`src/rtl/argo_chan_reader.sv`:
```
// argo_chan_reader: reader end of an Argo channel.
// Buffers up to DEPTH words from an upstream ivalid/oready stream and serves
// blocking channel reads (rd_req/rd_done) for a go-routine control loop.
//
// Ports:
//   clk, rst      clock; synchronous active-high reset
//   ivalid        upstream word on datain is valid
//   datain        upstream data word
//   oready        block can accept a word this cycle
//   rd_req        read request, held high until rd_done
//   rd_data       word returned by the read, held after rd_done
//   rd_done       one-cycle read-complete pulse
//   count         current buffer occupancy
//   stat_words    (ARGO_CHAN_READER_STATS_EN only) number of pops
//   stat_stall    (ARGO_CHAN_READER_STATS_EN only) WAIT cycles plus refused pushes
//
// Optional feature macro: ARGO_CHAN_READER_STATS_EN adds the two stat ports.
module argo_chan_reader #(
    parameter int unsigned WIDTH  = 32,
    parameter int unsigned DEPTH  = 4,
    parameter int unsigned ADDR_W = 2
) (
    input  logic              clk,
    input  logic              rst,
    input  logic              ivalid,
    input  logic [WIDTH-1:0]  datain,
    output logic              oready,
    input  logic              rd_req,
    output logic [WIDTH-1:0]  rd_data,
    output logic              rd_done,
    output logic [ADDR_W:0]   count
`ifdef ARGO_CHAN_READER_STATS_EN
    ,
    output logic [31:0]       stat_words,
    output logic [31:0]       stat_stall
`endif
);

    localparam logic [ADDR_W:0] LP_FULL = (ADDR_W + 1)'(DEPTH);

    typedef enum logic [1:0] {
        StIdle = 2'd0,
        StWait = 2'd1,
        StDone = 2'd2
    } state_e;

    state_e             r_state;
    state_e             w_state_next;
    logic [WIDTH-1:0]   r_mem [DEPTH];
    logic [ADDR_W-1:0]  r_wr_ptr;
    logic [ADDR_W-1:0]  r_rd_ptr;
    logic [ADDR_W:0]    r_count;
    logic [WIDTH-1:0]   r_rd_data;
    logic               w_push;
    logic               w_pop;
    logic               w_empty;

    assign w_empty = (r_count == '0);
    // Registered count only: no combinational path from ivalid or rd_req.
    assign oready  = ~rst & (r_count != LP_FULL);
    assign w_push  = ivalid & oready;
    assign rd_data = r_rd_data;
    assign count   = r_count;

    // FSM: state register
    always_ff @(posedge clk) begin
        if (rst) begin
            r_state <= StIdle;
        end else begin
            r_state <= w_state_next;
        end
    end

    // FSM: next state
    always_comb begin
        w_state_next = r_state;
        case (r_state)
            StIdle: begin
                if (rd_req) begin
                    w_state_next = w_empty ? StWait : StDone;
                end
            end
            // Blocking read: rd_req is not rechecked while waiting.
            StWait: begin
                if (!w_empty) begin
                    w_state_next = StDone;
                end
            end
            StDone:  w_state_next = StIdle;
            default: w_state_next = StIdle;
        endcase
    end

    // FSM: outputs
    always_comb begin
        w_pop   = 1'b0;
        rd_done = 1'b0;
        case (r_state)
            StIdle:  w_pop   = rd_req & ~w_empty;
            StWait:  w_pop   = ~w_empty;
            StDone:  rd_done = 1'b1;
            default: begin
                w_pop   = 1'b0;
                rd_done = 1'b0;
            end
        endcase
    end

    // Storage has no reset; stale words are unreachable once pointers clear.
    // w_push already excludes reset through oready.
    always_ff @(posedge clk) begin
        if (w_push) begin
            r_mem[r_wr_ptr] <= datain;
        end
    end

    always_ff @(posedge clk) begin
        if (rst) begin
            r_wr_ptr  <= '0;
            r_rd_ptr  <= '0;
            r_count   <= '0;
            r_rd_data <= '0;
        end else begin
            if (w_push) begin
                r_wr_ptr <= r_wr_ptr + ADDR_W'(1);
            end
            if (w_pop) begin
                r_rd_data <= r_mem[r_rd_ptr];
                r_rd_ptr  <= r_rd_ptr + ADDR_W'(1);
            end
            case ({w_push, w_pop})
                2'b10:   r_count <= r_count + (ADDR_W + 1)'(1);
                2'b01:   r_count <= r_count - (ADDR_W + 1)'(1);
                default: r_count <= r_count;
            endcase
        end
    end

`ifdef ARGO_CHAN_READER_STATS_EN
    logic [31:0] r_stat_words;
    logic [31:0] r_stat_stall;

    always_ff @(posedge clk) begin
        if (rst) begin
            r_stat_words <= '0;
            r_stat_stall <= '0;
        end else begin
            r_stat_words <= r_stat_words + 32'(w_pop);
            r_stat_stall <= r_stat_stall + 32'(r_state == StWait) + 32'(ivalid & ~oready);
        end
    end

    assign stat_words = r_stat_words;
    assign stat_stall = r_stat_stall;
`endif

endmodule

```
`config.mk`:
```
export PLATFORM = sky130hd
export DESIGN_NAME = argo_chan_reader
export DESIGN_NICKNAME = d
export VERILOG_FILES = /design/src/rtl/argo_chan_reader.sv
export SDC_FILE = /design/constraint.sdc
export NUM_CORES = 1
export LEC_CHECK = 0
export ABC_AREA = 1
export CAP_MARGIN = 20
export CELL_PAD_IN_SITES_DETAIL_PLACEMENT = 1
export CELL_PAD_IN_SITES_GLOBAL_PLACEMENT = 2
export CORE_MARGIN = 1.5
export CORE_UTILIZATION = 38
export DETAILED_ROUTE_END_ITERATION = 16
export HOLD_SLACK_MARGIN = 0.12
export PLACE_DENSITY = 0.92
export SETUP_SLACK_MARGIN = 0.02
export SYNTH_ARGS = -nofsm -noshare
export SYNTH_HDL_FRONTEND = slang
export SYNTH_SLANG_ARGS = --single-unit
```
`constraint.sdc`:
```
create_clock -name clk -period 4.27 [get_ports clk]
set_clock_uncertainty 0.1 [all_clocks]
set_input_delay 0.6405 -clock clk [delete_from_list [all_inputs] [get_ports clk]]
set_output_delay 0.6405 -clock clk [all_outputs]
set_load 0.005 [all_outputs]
```
# Word level (Yosys, flattened, before mapping)

Memories as Yosys holds them, arrays and structs flattened. A register that Yosys moved wholly into a read port is not among the register bits.
Index checks and enable logic that the tools add are counted.
W data, S select, Z words.

Register bits: 9
Latch bits: 0
Bits in writable memories: 128
ROM bits: 0
Input port bits: 36
Output and inout port bits: 37
Word-level logic and storage cells: 34
Memories: 1

Memory list:

| name  | depth | bits a word | rd ports | clocked after memory_dff | write ports | RTL line | text |
|---|---|---|---|---|---|---|---|
| r_mem | 4     | 32          | 1        | 1                        | 1           | 49       | `logic [WIDTH-1:0] r_mem [DEPTH];` |

$add $sub $neg: 4
Multipliers: 0
Div/mod/pow operators: 0
$lt $le $gt $ge: 0
Equal/unequal tests: 7
Shifts and indexed selects: 0
Mux-type cells: 9
Bitwise operators: 5
Reductions and logical operators: 4

Operators with widths:

| cell                  | count |
|---|---|
| $mux W2               | 3 |
| $pmux W3 S2           | 1 |
| $add A2 B1 Y2 const B | 2 |
| $eq A2 B1 Y1 const B  | 2 |
| $eq A2 B2 Y1 const B  | 2 |
| $ne A2 B2 Y1 const B  | 2 |
| $pmux W2 S2           | 1 |
| $add A3 B1 Y3 const B | 1 |
| $and A1 B1 Y1         | 3 |
| $logic_not A3 Y1      | 1 |
| $mux W1               | 3 |
| $ne A3 B3 Y1 const B  | 1 |
| $sub A3 B1 Y3 const B | 1 |
| $logic_not A2 Y1      | 1 |
| $not A1 Y1            | 2 |
| $pmux W1 S2           | 1 |
| $reduce_and A2 Y1     | 1 |
| $reduce_bool A2 Y1    | 1 |

# Longest topological paths before layout

Depth in word-level cells: 6
Mapped depth: 14
Mapped depth without buffers: 13

# Worst setup path before layout

Ideal clock, no wire load.

Path type: input port to flip-flop
From: input rst
To: memory r_mem[0][0] (enable)
Setup time: 0.421 ns
Arrival: 2.319 ns
Data required time: 3.749 ns
Slack: 1.430 ns
Stages: 3
Path buffers: 0
Cells stage by stage: inv_1 -> nand3_1 -> nor2_1

Word-level cells in the longest chain between the ends: 5

RTL lines:

| element                       | RTL line | text |
|---|---|---|
| start: declaration            | 24       | `input logic rst,` |
| $not A1 Y1                    | 60       | `assign oready = ~rst & (r_count != LP_FULL);` |
| $and A1 B1 Y1                 | 60       |  |
| $and A1 B1 Y1                 | 61       | `assign w_push = ivalid & oready;` |
| $mux W1                       | 112      | `if (w_push) begin` |
| $mux W1 (implied by the code) | 113      | `r_mem[r_wr_ptr] <= datain;` |
| end: declaration              | 49       |  |

No other way between the ends.

# Worst setup path after layout

From: input rst
To: register r_count[2], in the netlist count[2]

Word-level cells in the longest chain between the ends: 5
Elaborated cells on any way between the ends: 7
Classes of those cells: 2 x eq/ne; 1 x mux; 3 x bitwise; 1 x reduce/logical

RTL lines:

| element                                                  | RTL line | text |
|---|---|---|
| $not A1 Y1                                               | 60       |  |
| $and A1 B1 Y1                                            | 60       |  |
| $and A1 B1 Y1                                            | 61       |  |
| $eq A2 B1 Y1 / $eq A2 B2 Y1 (equally long branches)      | 131      | `case ({w_push, w_pop})` |
| $pmux W3 S2 / $reduce_bool A2 Y1 (equally long branches) | n/a      |  |
| end signal: assignment                                   | 132      | `2'b10: r_count <= r_count + (ADDR_W + 1)'(1);` |
| end signal: assignment                                   | 133      | `2'b01: r_count <= r_count - (ADDR_W + 1)'(1);` |
| end signal: assignment                                   | 134      | `default: r_count <= r_count;` |
| end: declaration                                         | 52       | `logic [ADDR_W:0] r_count;` |

Several ways; a longest one is shown, not always the timed one.
A chain may end at the register's enable or synchronous reset.

==> out/metrics.json <==
{
  "total_via_count_after_detailed_routing": 4950,
  "post_synth_instance_area_mm2": 0.00725,
  "mostFrequentLayoutCells": "sky130_fd_sc_hd__nand2_1 (236), sky130_fd_sc_hd__inv_1 (173), sky130_fd_sc_hd__edfxtp_1 (128), sky130_fd_sc_hd__nor2_1 (72), sky130_fd_sc_hd__clkdlybuf4s50_1 (72)",
  "cts-buffers-inserted": 17,
  "rsz0062_at_grt": "no",
  "detail_route.vias_per_cell": 4.53,
  "track_usage_pct": 17.0,
  "clock_sinks": 169,
  "final_min_period_ps": 2620,
  "cts.root.buffer_cell": "sky130_fd_sc_hd__clkbuf_16",
  "drv_slew": 0,
  "overflow": 0,
  "drt-total-wl_um": 15900,
  "clock_latency_ps": 430,
  "post-dp-hpwl_um": 9210,
  "fin_crit_sh_pct": 61.4,
  "wl_per_cell_um": 14.5,
  "syn_avg_cell_area_um2": 9.30,
  "setup_viol": 0,
  "detailed_routing_iterations_pass_1": 4,
  "first_global_vias": 5256,
  "number_of_antenna_violations_at_the_first_check_in_global_routing": 0,
  "core_area_mm2": 0.0187,
  "area_growth_syn_to_layout_pct": 19.1,
  "place_congestion": 0.690,
  "final_core_util_pct": 46.2,
  "syn-instance-count": 780,
  "post-cts-setup-buffer-count": 0,
  "design.portCount": 73,
  "startpoint_type": "primary input",
  "numPortBuffers": 72,
  "leakagePower_uw": 0.00387,
  "clkTransAtPathRegs_ps": 60,
  "vdd_drop_max_mv": 0.374,
  "hold_viol_final": 0,
  "final_layout_size_suffix_gt1_share_pct": 5.82,
  "antenna_violating_nets_left": 0,
  "num_antenna_cells": 0,
  "holdBufCountCts": 0,
  "yosysWarnings": 0,
  "start_util_pct": 38.8,
  "tritoncts_clock_tree": "done",
  "setup.worst_path.end_class": "register",
  "worst-r2r-setup-slack_ps": 2000,
  "n_fill_cell": 2117,
  "ctsHtreeMaxLevel": 4,
  "maximum_number_of_buffers_from_clock_root_to_sink": 2,
  "worst_pin_slew_ps": 812,
  "fin_tns_setup_ps": 0,
  "report.power.total_uw": 5090,
  "die-height_um": 141,
  "number_of_nets_produced_by_synthesis": 822,
  "timing.setup.critical_path_class": "primary input to register",
  "fp.dieArea_mm2": 0.0199,
  "post_cts_resize_count": 0,
  "critical_path_peak_fanout": 7,
  "synth_sequential_area_ratio_pct": 64.3,
  "ys_seq_elements": 169,
  "grt_start_max_net_pins": 68,
  "power_density_mw_per_mm2": 589,
  "whs_ps": 398,
  "final_common_cell": "sky130_fd_sc_hd__nand2_1",
  "num_rows": 50,
  "run_status": "completed",
  "max_clk_rate_ghz": 0.381,
  "worst_hold_path_type": "register to register",
  "required_ps": 4490,
  "crit_arrival_ps": 2840,
  "ys_types": 23,
  "route.detailed.drc": 0,
  "worst_slew_margin_rel_pct": 45.8,
  "timing.max_cap.violations": 0,
  "dieWidth_um": 141,
  "first_pass_grt_wire_length_um": 26200,
  "nNetsFinal": 888,
  "drtIter0Drc": 288
}
[path summary, 6_finish.rpt]
path,from,endpoint,depth (start not counted)
worst max-delay path,rst,count[2]$_SDFFE_PP0P_,12
worst min-delay path,r_state[1]$_SDFFE_PP0P_,r_state[0]$_SDFFE_PP0P_,1
worst max register to register,count[2]$_SDFFE_PP0P_,count[2]$_SDFFE_PP0P_,11
worst min register to register,r_state[1]$_SDFFE_PP0P_,r_state[0]$_SDFFE_PP0P_,1
[cell usage after synthesis, drive strengths merged]
| master | instances | share of area, % |
|---|---|---|
| fa | 1 | 0.28 |
| inv | 178 | 9.2 |
| nand3 | 71 | 5.0 |
| a31oi | 1 | 0.086 |
| a21oi | 3 | 0.21 |
| nor4 | 1 | 0.086 |
| o21ai | 2 | 0.14 |
| dfxtp | 41 | 11 |
| nand2 | 237 | 12 |
| buf | 27 | 3.0 |
| edfxtp | 128 | 53 |
| nand4 | 2 | 0.17 |
| clkbuf | 6 | 0.31 |
| nor2 | 77 | 4.0 |
| ha | 5 | 0.86 |
[metrics by stage]
| stage | area [µm²] | std cells | setup WS [ps] |
|---|---|---|---|
| 2_1_floorplan | 7250 | 780 | 1430 |
| 3_3_place_gp | 8120 | 1061 | 1280 |
| 3_5_place_dp | 8120 | 1061 | 1220 |
| 4_1_cts | 8640 | 1093 | 1660 |
| 5_1_grt | 8640 | 1093 | 1430 |
| 6_report | 8640 | 1093 | 1650 |
[report_power, final]
| group | switching [µW] | total [µW] | internal (µW) |
|---|---|---|---|
| logic | 933 | 1580 | 649 |
| clock network | 629 | 1390 | 757 |
| registers | 126 | 2120 | 2000 |
| total | 1690 | 5090 | 3400 |
[metal layers]
layer	track usage, %	wire length [µm]	up-vias
met2	30.1	8050	68
met1	20.3	7140	2362
met5	0	0	-
met4	5.43	251	0
li1	-	-	2503
met3	4.35	408	17
[kinds of logic after synthesis]
family / count (synthesis) / share of synthesized area, %
fa+ha+maj: 6 / 1.14
flops: 169 / 64.3
buf+inv: 211 / 12.6
simple gates: 388 / 21.5
compound gates: 6 / 0.431
[sequential cells by signal, summed over array words and instances (netlist names)]
name / count
count: 3
r_mem: 128
r_rd_ptr: 2
r_state: 2
r_wr_ptr: 2
rd_data: 32
[worst max-delay path: stages]
cell and delay (ps):
sky130_fd_sc_hd__clkdlybuf4s50_1 550, sky130_fd_sc_hd__clkinv_1 120, sky130_fd_sc_hd__nand3_1 470, sky130_fd_sc_hd__ha_1 270, sky130_fd_sc_hd__inv_1 70, sky130_fd_sc_hd__fa_1 380
sky130_fd_sc_hd__inv_1 60, sky130_fd_sc_hd__nand2_1 40, sky130_fd_sc_hd__nand3_1 80, sky130_fd_sc_hd__nand2_1 60, sky130_fd_sc_hd__nand2_1 50, sky130_fd_sc_hd__nor2_1 40
[area by class of cell]
type	count	area, µm²	area share [%]
timing repair buffer	80	781	9.03
tap	234	293	3.39
clock inverter	11	75.1	0.869
multi-input combinational	400	1710	19.7
inverter	178	671	7.76
clock buffer	21	450	5.21
sequential	169	4670	54.0
(Power assumes the default switching activity.)
